File: config.mk
export PLATFORM = sky130hd
export DESIGN_NAME = dmem_responder
export DESIGN_NICKNAME = d
export VERILOG_FILES = /design/src/rtl/dmem_pkg.sv /design/src/rtl/dmem_lane_align.sv /design/src/rtl/dmem_responder.sv
export SDC_FILE = /design/constraint.sdc
export NUM_CORES = 2
export LEC_CHECK = 0
export BUFFER_PORTS_ARGS = -buffer_cell sky130_fd_sc_hd__buf_2
export CAP_MARGIN = 20
export CORE_MARGIN = 8
export CORE_UTILIZATION = 45
export DETAILED_ROUTE_END_ITERATION = 10
export GPL_ROUTABILITY_DRIVEN = 0
export SYNTH_ARGS = -nofsm -noshare
export SYNTH_HDL_FRONTEND = slang
export SYNTH_HIERARCHICAL = 1
export SYNTH_SLANG_ARGS = --single-unit
File: constraint.sdc
create_clock -name clk -period 8.2 [get_ports clk]
set_clock_uncertainty 0.15 [all_clocks]
set_input_delay 0.82 -clock clk [delete_from_list [all_inputs] [get_ports clk]]
set_output_delay 0.82 -clock clk [all_outputs]
set_load 0.01 [all_outputs]
File: src/rtl/dmem_pkg.sv
// dmem_pkg: funct3 codes, FSM state encoding and access-size helper shared by dmem_responder
package dmem_pkg;
    localparam logic [2:0] F3_B  = 3'b000;
    localparam logic [2:0] F3_H  = 3'b001;
    localparam logic [2:0] F3_W  = 3'b010;
    localparam logic [2:0] F3_D  = 3'b011;
    localparam logic [2:0] F3_BU = 3'b100;
    localparam logic [2:0] F3_HU = 3'b101;
    localparam logic [2:0] F3_WU = 3'b110;

    typedef enum logic [1:0] {DMEM_IDLE, DMEM_WAIT, DMEM_RESP} dmem_state_e;

    function automatic logic [3:0] size_of(input logic [2:0] f3);
        return 4'd1 << f3[1:0];
    endfunction
endpackage

File: src/rtl/dmem_lane_align.sv
// dmem_lane_align: byte-lane steering between an 8-byte memory row and load/store data
module dmem_lane_align
    import dmem_pkg::*;
(
    input  logic [2:0]  i_funct3,
    input  logic [2:0]  i_off,
    input  logic [63:0] i_row,
    input  logic [63:0] i_wdata,
    output logic [63:0] o_ldata,
    output logic [7:0]  o_be,
    output logic [63:0] o_wbytes
);
    logic [63:0] w_shr;
    logic [7:0]  w_mask;

    assign w_shr    = i_row >> {i_off, 3'b000};
    assign o_ldata  = (i_funct3 == F3_B)  ? {{56{w_shr[7]}}, w_shr[7:0]} :
                      (i_funct3 == F3_H)  ? {{48{w_shr[15]}}, w_shr[15:0]} :
                      (i_funct3 == F3_W)  ? {{32{w_shr[31]}}, w_shr[31:0]} :
                      (i_funct3 == F3_D)  ? w_shr :
                      (i_funct3 == F3_BU) ? {56'd0, w_shr[7:0]} :
                      (i_funct3 == F3_HU) ? {48'd0, w_shr[15:0]} :
                      (i_funct3 == F3_WU) ? {32'd0, w_shr[31:0]} : 64'd0;
    assign w_mask   = (i_funct3[1:0] == 2'd0) ? 8'h01 :
                      (i_funct3[1:0] == 2'd1) ? 8'h03 :
                      (i_funct3[1:0] == 2'd2) ? 8'h0F : 8'hFF;
    assign o_be     = w_mask << i_off;
    assign o_wbytes = i_wdata << {i_off, 3'b000};
endmodule

File: src/rtl/dmem_responder.sv
// dmem_responder: multi-cycle load/store target for the MEM stage; DMEM_MISALIGN_TRAP_EN makes misaligned accesses fault instead of being aligned down
module dmem_responder
    import dmem_pkg::*;
#(
    parameter int DEPTH   = 256,
    parameter int LATENCY = 2,
    parameter int ADDR_W  = 64
) (
    input  logic              clk,
    input  logic              reset,
    input  logic              req_valid,
    output logic              req_ready,
    input  logic              req_we,
    input  logic [ADDR_W-1:0] req_addr,
    input  logic [63:0]       req_wdata,
    input  logic [2:0]        req_funct3,
    output logic              rsp_valid,
    input  logic              rsp_ready,
    output logic [63:0]       rsp_rdata,
    output logic              rsp_err,
    output logic              stall
);
    localparam int AW = $clog2(DEPTH);

    dmem_state_e       r_state;
    logic [3:0]        r_cnt;
    logic              r_we;
    logic [ADDR_W-1:0] r_addr;
    logic [63:0]       r_wdata;
    logic [2:0]        r_f3;
    logic              r_rsp_valid;
    logic [63:0]       r_rdata;
    logic              r_err;
    logic [7:0]        r_mem [DEPTH];

    logic [3:0]        w_size;
    logic [2:0]        w_amask;
    logic [2:0]        w_off;
    logic [AW-1:0]     w_base;
    logic [63:0]       w_row;
    logic [63:0]       w_ldata;
    logic [63:0]       w_wbytes;
    logic [7:0]        w_be;
    logic              w_range_err;
    logic              w_f3_err;
    logic              w_align_err;
    logic              w_err;
    logic              w_fire;

    assign w_size      = size_of(r_f3);
    assign w_amask     = w_size[2:0] - 3'd1;
    assign w_range_err = ({1'b0, r_addr} + (ADDR_W+1)'(w_size)) > (ADDR_W+1)'(DEPTH);
    assign w_f3_err    = r_we ? r_f3[2] : (r_f3 == 3'b111);
`ifdef DMEM_MISALIGN_TRAP_EN
    assign w_align_err = (r_addr[2:0] & w_amask) != 3'd0;
    assign w_off       = r_addr[2:0];
`else
    assign w_align_err = 1'b0;
    assign w_off       = r_addr[2:0] & ~w_amask;
`endif
    assign w_err       = w_range_err | w_f3_err | w_align_err;
    assign w_base      = r_addr[AW-1:0] & ~AW'(7);
    assign w_fire      = (r_state == DMEM_WAIT) && (r_cnt == 4'd0);

    // gather the naturally aligned 8-byte row that contains the access
    always_comb begin
        w_row = '0;
        for (int i = 0; i < 8; i++) w_row[i*8 +: 8] = r_mem[w_base + AW'(i)];
    end

    dmem_lane_align u_align (
        .i_funct3 (r_f3),
        .i_off    (w_off),
        .i_row    (w_row),
        .i_wdata  (r_wdata),
        .o_ldata  (w_ldata),
        .o_be     (w_be),
        .o_wbytes (w_wbytes)
    );

    // store commit on the final wait edge; any fault drops the whole write and the array is never cleared
    always_ff @(posedge clk) begin
        if (w_fire && r_we && !w_err)
            for (int i = 0; i < 8; i++)
                if (w_be[i]) r_mem[w_base + AW'(i)] <= w_wbytes[i*8 +: 8];
    end

    // request capture, latency countdown and response hold
    always_ff @(posedge clk or posedge reset) begin
        if (reset) begin
            r_state     <= DMEM_IDLE;
            r_cnt       <= 4'd0;
            r_we        <= 1'b0;
            r_addr      <= '0;
            r_wdata     <= 64'd0;
            r_f3        <= 3'd0;
            r_rsp_valid <= 1'b0;
            r_rdata     <= 64'd0;
            r_err       <= 1'b0;
        end else begin
            case (r_state)
                DMEM_IDLE: if (req_valid) begin
                    r_we    <= req_we;
                    r_addr  <= req_addr;
                    r_wdata <= req_wdata;
                    r_f3    <= req_funct3;
                    r_cnt   <= 4'(LATENCY - 1);
                    r_state <= DMEM_WAIT;
                end
                DMEM_WAIT: if (r_cnt == 4'd0) begin
                    r_rsp_valid <= 1'b1;
                    r_rdata     <= (r_we || w_err) ? 64'd0 : w_ldata;
                    r_err       <= w_err;
                    r_state     <= DMEM_RESP;
                end else begin
                    r_cnt <= r_cnt - 4'd1;
                end
                DMEM_RESP: if (rsp_ready) begin
                    r_rsp_valid <= 1'b0;
                    r_state     <= DMEM_IDLE;
                end
                default: r_state <= DMEM_IDLE;
            endcase
        end
    end

    assign req_ready = (r_state == DMEM_IDLE);
    assign rsp_valid = r_rsp_valid;
    assign rsp_rdata = r_rdata;
    assign rsp_err   = r_err;
    // a presented request holds the pipeline whether idle or busy, so both cases reduce to req_valid
    assign stall     = req_valid;
endmodule

# Word level (Yosys, flattened, before mapping)
# Memories as Yosys holds them, arrays and structs flattened.
# Index checks and enable logic that the tools add are counted.
# W data, S select, Z words.
# totals
ff_bits,204
mem_bits_rw,2048
input_bits,136
out_inout_bits,68
word_cells,105
n_memories,1
# memory_table
memory,depth,word_bits,read_ports,rd_ports_with_merged_regs,write_ports,line_no,source
r_mem,256,8,8,0,8,dmem_responder.sv:34,logic [7:0] r_mem [DEPTH];
# classes
addsub,10
magnitude_cmp,1
n_eq_ne,15
n_shift,4
n_mux,46
n_bitwise,3
reduce_logical,16
# op_table
op,count
$mux W64,7
$add A64 B4 Y65,1
$gt A65 B9 Y1 const B,1
$shl A64 B6 Y64,1
$shr A64 B6 Y64,1
$add A8 B3 Y8 const B,4
$mux W32,1
$mux W1,27
$mux W8,3
$add A8 B2 Y8 const B,2
$eq A3 B3 Y1 const B,4
$reduce_and A3 Y1,3
$add A8 B1 Y8 const B,1
$mux W4,2
$pmux W4 S2,1
$shl A8 B3 Y8,1
$eq A3 B2 Y1 const B,2
$mux W2,3
$ne A2 B2 Y1 const B,3
$pmux W2 S3,1
$eq A2 B1 Y1 const B,2
$eq A2 B2 Y1 const B,2
$logic_not A2 Y1,2
$logic_not A4 Y1,1
other kinds (15),19

# Depth between registers and ports, before layout
# logic_depth
word_depth,13
ltp_mapped,16
mapped_depth_nobuf,11

# By module
# The synthesis kept the hierarchy.
# modules_own_cells
mod,instances,cells_each,area_per_inst_um2,seq_area_each_um2
dmem_responder,1,4546,90102.7,66603.9
dmem_lane_align,1,556,3741.1,0.0

# Worst setup path after synthesis
# No wires, ideal clock.
# synth_timing
path_type,register to register
start,register r_f3[1]
end,memory r_mem[0][0] (enable)
setup_ps,383
arrival_time_ps,4162
t_required_ps,7667
slack_ps,3504
stages_incl_launch_ff,15
path_buffers,3
period_less_slack_ps,4696
path_cell_list,dfrtp_1 -> nor2_1 -> ha_1 -> fa_1 -> a211oi_1 -> or3_1 -> buf_2 -> or4_4 -> nor3_1 -> xnor2_1 -> and4_1 -> clkbuf_1 -> nand4_1 -> clkbuf_1 -> nor3_1
# synth_lines
element,line_no,source
"start, declared",dmem_responder.sv:30,logic [2:0] r_f3;
"start signal, assigned",dmem_responder.sv:106,r_f3 <= req_funct3;
"end, declared",dmem_responder.sv:34,

==> metrics.md <==
| Metric | Value |
|---|---|
| Clock buffer depth | 3 |
| Input/output buffers | 203 |
| Fin worst setup slack | 1.54 ns |
| Place WS | 1.55 ns |
| Sequential fraction of the synthesis area | 71.0% |
| Syn Inst Count | 5,102 |
| Tmin final | 6.66 ns |
| Crit Path Category | register to register |
| Critical Path End Type | register |
| Reg-to-reg startpoint | r_f3[1]$_DFFE_PP0P_ |
| Final Cell Area | 108,000 µm² |
| Clk sinks | 2,252 |
| Synth Cell Area | 93,800 µm² |
| Largest stage delay, worst path | 0.93 ns |
| Yosys top cell by area | edfxtp_1 |
| Tot GR Track Use | 24.4% |
| Largest family of logic cells by synthesized area | multiplexers |
| CP Cell Sequence | and2_1 -> ha_1 -> nand3_1 -> o22ai_1 -> nand3_1 -> o21ai_0 -> nand3_1 -> nor4_1 -> nand4_1 -> buf_12 -> buf_4 -> nor3_1 |
| Avg Cell Area, Syn | 18.4 µm² |
| Vias in the first global route | 51,800 |
| Final hold vios | 0 |
| Outcome | finished, final reports clean |
| Total grt overflow | 0 |
| Simple-Gate Fraction of Synth Area | 5.31% |
| Via Count | 52,800 |
| Final-report setup violation count | 0 |
| R2R Path End | r_mem[14][6]$_DFFE_PP_ |
| Max_cap viols | 0 |
| Fin. max-slew vios | 0 |
| Hold crit path type | primary input to register |
| TritonCTS clock tree | built |
| Critical Path Start | r_f3[1]$_DFFE_PP0P_ |
| Root Driver | clkbuf_16 |
| Worst-path clk slew | 0.06 ns |
| Routed length per instance | 32.3 µm |
| Fin crit share | 81.2% |
| Leakage power | 36.6 nW |
| Critical path data arrival time | 6.97 ns |
| Required @ worst endpoint | 8.51 ns |
| Worst skew pair latency | 0.87 ns |
| Routed Antenna Nets | 0 |
| Fill cells | 16,400 |
| Core Rows | 167 |
| Power Density | 415 nW/µm² |
| Finished Layout Cells | 8,594 |
| Relative slew margins | 22.3% |
| Most common cell after layout, fill and taps aside | edfxtp_1 |
| Fmax | 0.150 GHz |
| Xor and xnor area share after synthesis | 0.224% |
| Number of synthesized flops with an enable pin | 2,048 |
| RSZ-0062 raised after global routing | no |
| Post-DR vias/cell | 6.14 |
| Adder-Cell Fraction of Synth Area | 0.101% |
| Compound-cell area share of the yosys netlist | 3.30% |
| Maximum vdd drop | 0.000369 V |
| Synth Register Bits | 2,252 |
| Initial Util | 45.3% |
| Die width | 473 µm |
| Yosys top cell area share | 65.5% |
| HPWL after DPL | 182 mm |
| H-tree depth | 4 |
| P&R area growth vs syn | 15.6% |
| Synth area leaders | edfxtp_1, mux4_2, dfrtp_1 |
| Worst setup SP type | register |
| Syn Nets | 5,245 |
| Worst reg-to-reg setup slack | 1.54 ns |
| CP endpoint | r_mem[14][6]$_DFFE_PP_ |
| Global-route wire length before repair | 395 mm |
| Fraction of registers with async set or reset after synthesis | 9.06% |
| Multiplexer area fraction after synthesis | 18.5% |
| Die H | 473 µm |
| First drt pass iteration count | 6 |
| Placed instance area | 99,900 µm² |
| FF-to-FF path depth | 12 |
| TritonCTS buffer count | 219 |
| Crit path top cell by count | nand3_1 |
| Remaining DRCs | 0 |
| Antenna violations before repair | 22 |
| CP max-delay cell | nor3_1 |
| Worst slew pin tran | 1.17 ns |
| Routed wire length | 278 mm |
| I/O pins | 204 |
| Placed Instances | 8,046 |
| Fraction of layout cells with a size suffix above 1 | 31.4% |
| Worst Path Max Fanout | 46 |
| Commonest cells after routing, fill and taps aside | edfxtp_1, mux4_2, mux2i_1 |
| Nets | 5,745 |
| Violation count after the first detailed-route iteration | 6,310 |
| Main synth FF type | edfxtp_1 |
| Pin count of the biggest net entering global routing | 113 |
| Synth unique cells | 69 |
| Synth warn | 6 |
| Core area | 207,000 µm² |
| Setup TNS | 0 ns |
| Die area | 223,000 µm² |
state kept, by name (all words and copies together) (netlist names):
signal     flops
r_cnt          4
r_addr        64
r_mem       2048
r_wdata       64
r_we           1
rsp_err        1
rsp_rdata     64
r_f3           3
rsp_valid      1
r_state        2
logic make-up after synthesis:
kind of cell,count (synthesis)
XOR/XNOR,24
AND/OR/NAND/NOR,981
multiplexers,1037
AO/OA/AOI/OAI,425
buffers and inverters,376
adder cells (fa/ha/maj),7
flip-flops,2252
through the flow:
step	power [W]	utilization [%]	hold slack [ns]
floorplan	0.0269	-	0.312
global placement	0.0344	48.1	0.310
detailed placement	0.0347	48.2	0.307
CTS	0.0450	52.1	0.000428
global route	0.0465	52.3	0.0310
finish	0.0450	52.3	0.0613
critical path: cells and delay by family, from the launching register on:
family,cells,cell delay (ns)
AND/OR/NAND/NOR,7,2.90
AO/OA/AOI/OAI,2,1.24
buffers and inverters,2,0.81
flip-flops,1,0.66
adder cells (fa/ha/maj),1,0.40
how the worst min path moves through the flow:
stage / startpoint / end / slack [ns] / cells past startpoint
after floorplan: r_cnt[0]$_DFFE_PP0P_ / r_cnt[0]$_DFFE_PP0P_ / 0.31 / 1
after global placement: rsp_rdata[7]$_DFFE_PP0P_ / rsp_rdata[7]$_DFFE_PP0P_ / 0.31 / 2
after detailed placement: rsp_rdata[41]$_DFFE_PP0P_ / rsp_rdata[41]$_DFFE_PP0P_ / 0.31 / 2
after CTS: req_addr[15] / r_addr[15]$_DFFE_PP0P_ / 0.0004 / 2
after global routing: req_addr[17] / r_addr[17]$_DFFE_PP0P_ / 0.03 / 2
final: req_addr[45] / r_addr[45]$_DFFE_PP0P_ / 0.06 / 2
routing by layer:
metal | up-vias | track usage, % | part of all wire, %
li1 | 21900 | - | -
met1 | 27700 | 33.9 | 40
met2 | 2705 | 37.5 | 46
met3 | 518 | 5.29 | 8.9
met4 | 12 | 10.3 | 4.8
met5 | - | 0 | 0.028
power by group:
part           switching, W  internal, W  total, W
registers          0.000880       0.0161    0.0170
clock network       0.00439      0.00595    0.0103
logic                0.0118      0.00589    0.0177
repair_timing:
item                      4_1_cts  5_1_grt
gates resized for setup         0        0
setup buffers                   0        0
hold buffers                   67        0
hold endpoints to repair      158        0
Yosys cell counts (5+ instances only):
cell type  number
edfxtp_1     2048
a21oi_1        83
mux2i_1       340
buf_4           6
nor2b_1        18
xnor2_1        13
and3_1         12
o41ai_2        50
o22ai_1       138
and2_1         12
buf_1         119
mux2_2        156
ha_1            6
a22oi_1         8
or3_1          11
dfrtp_1       204
xor2_1         11
clkbuf_1      202
and4_1         10
nor2_1        116
or2_2          71
inv_1          13
buf_2          28
a211oi_1       11
nand4_1        52
o31ai_1         5
o21ai_0        80
o41ai_1        16
nand2b_1       75
nand2_1       231
buf_6           6
mux4_2        541
nand3_1        48
nor3_1        280
nor4_1         23
layout make-up:
cell class	count	area (µm²)	share of cell area, %
well taps	2788	3490	3.22
diodes	13	32.5	0.0300
clock inverters	136	1550	1.43
multi-input cells	2474	26100	24.1
clock buffers	276	5890	5.43
repair buffers	640	4730	4.36
flip-flops and latches	2252	66600	61.4
inverters	15	71.3	0.0657
Power figures use the tool's default switching activity.
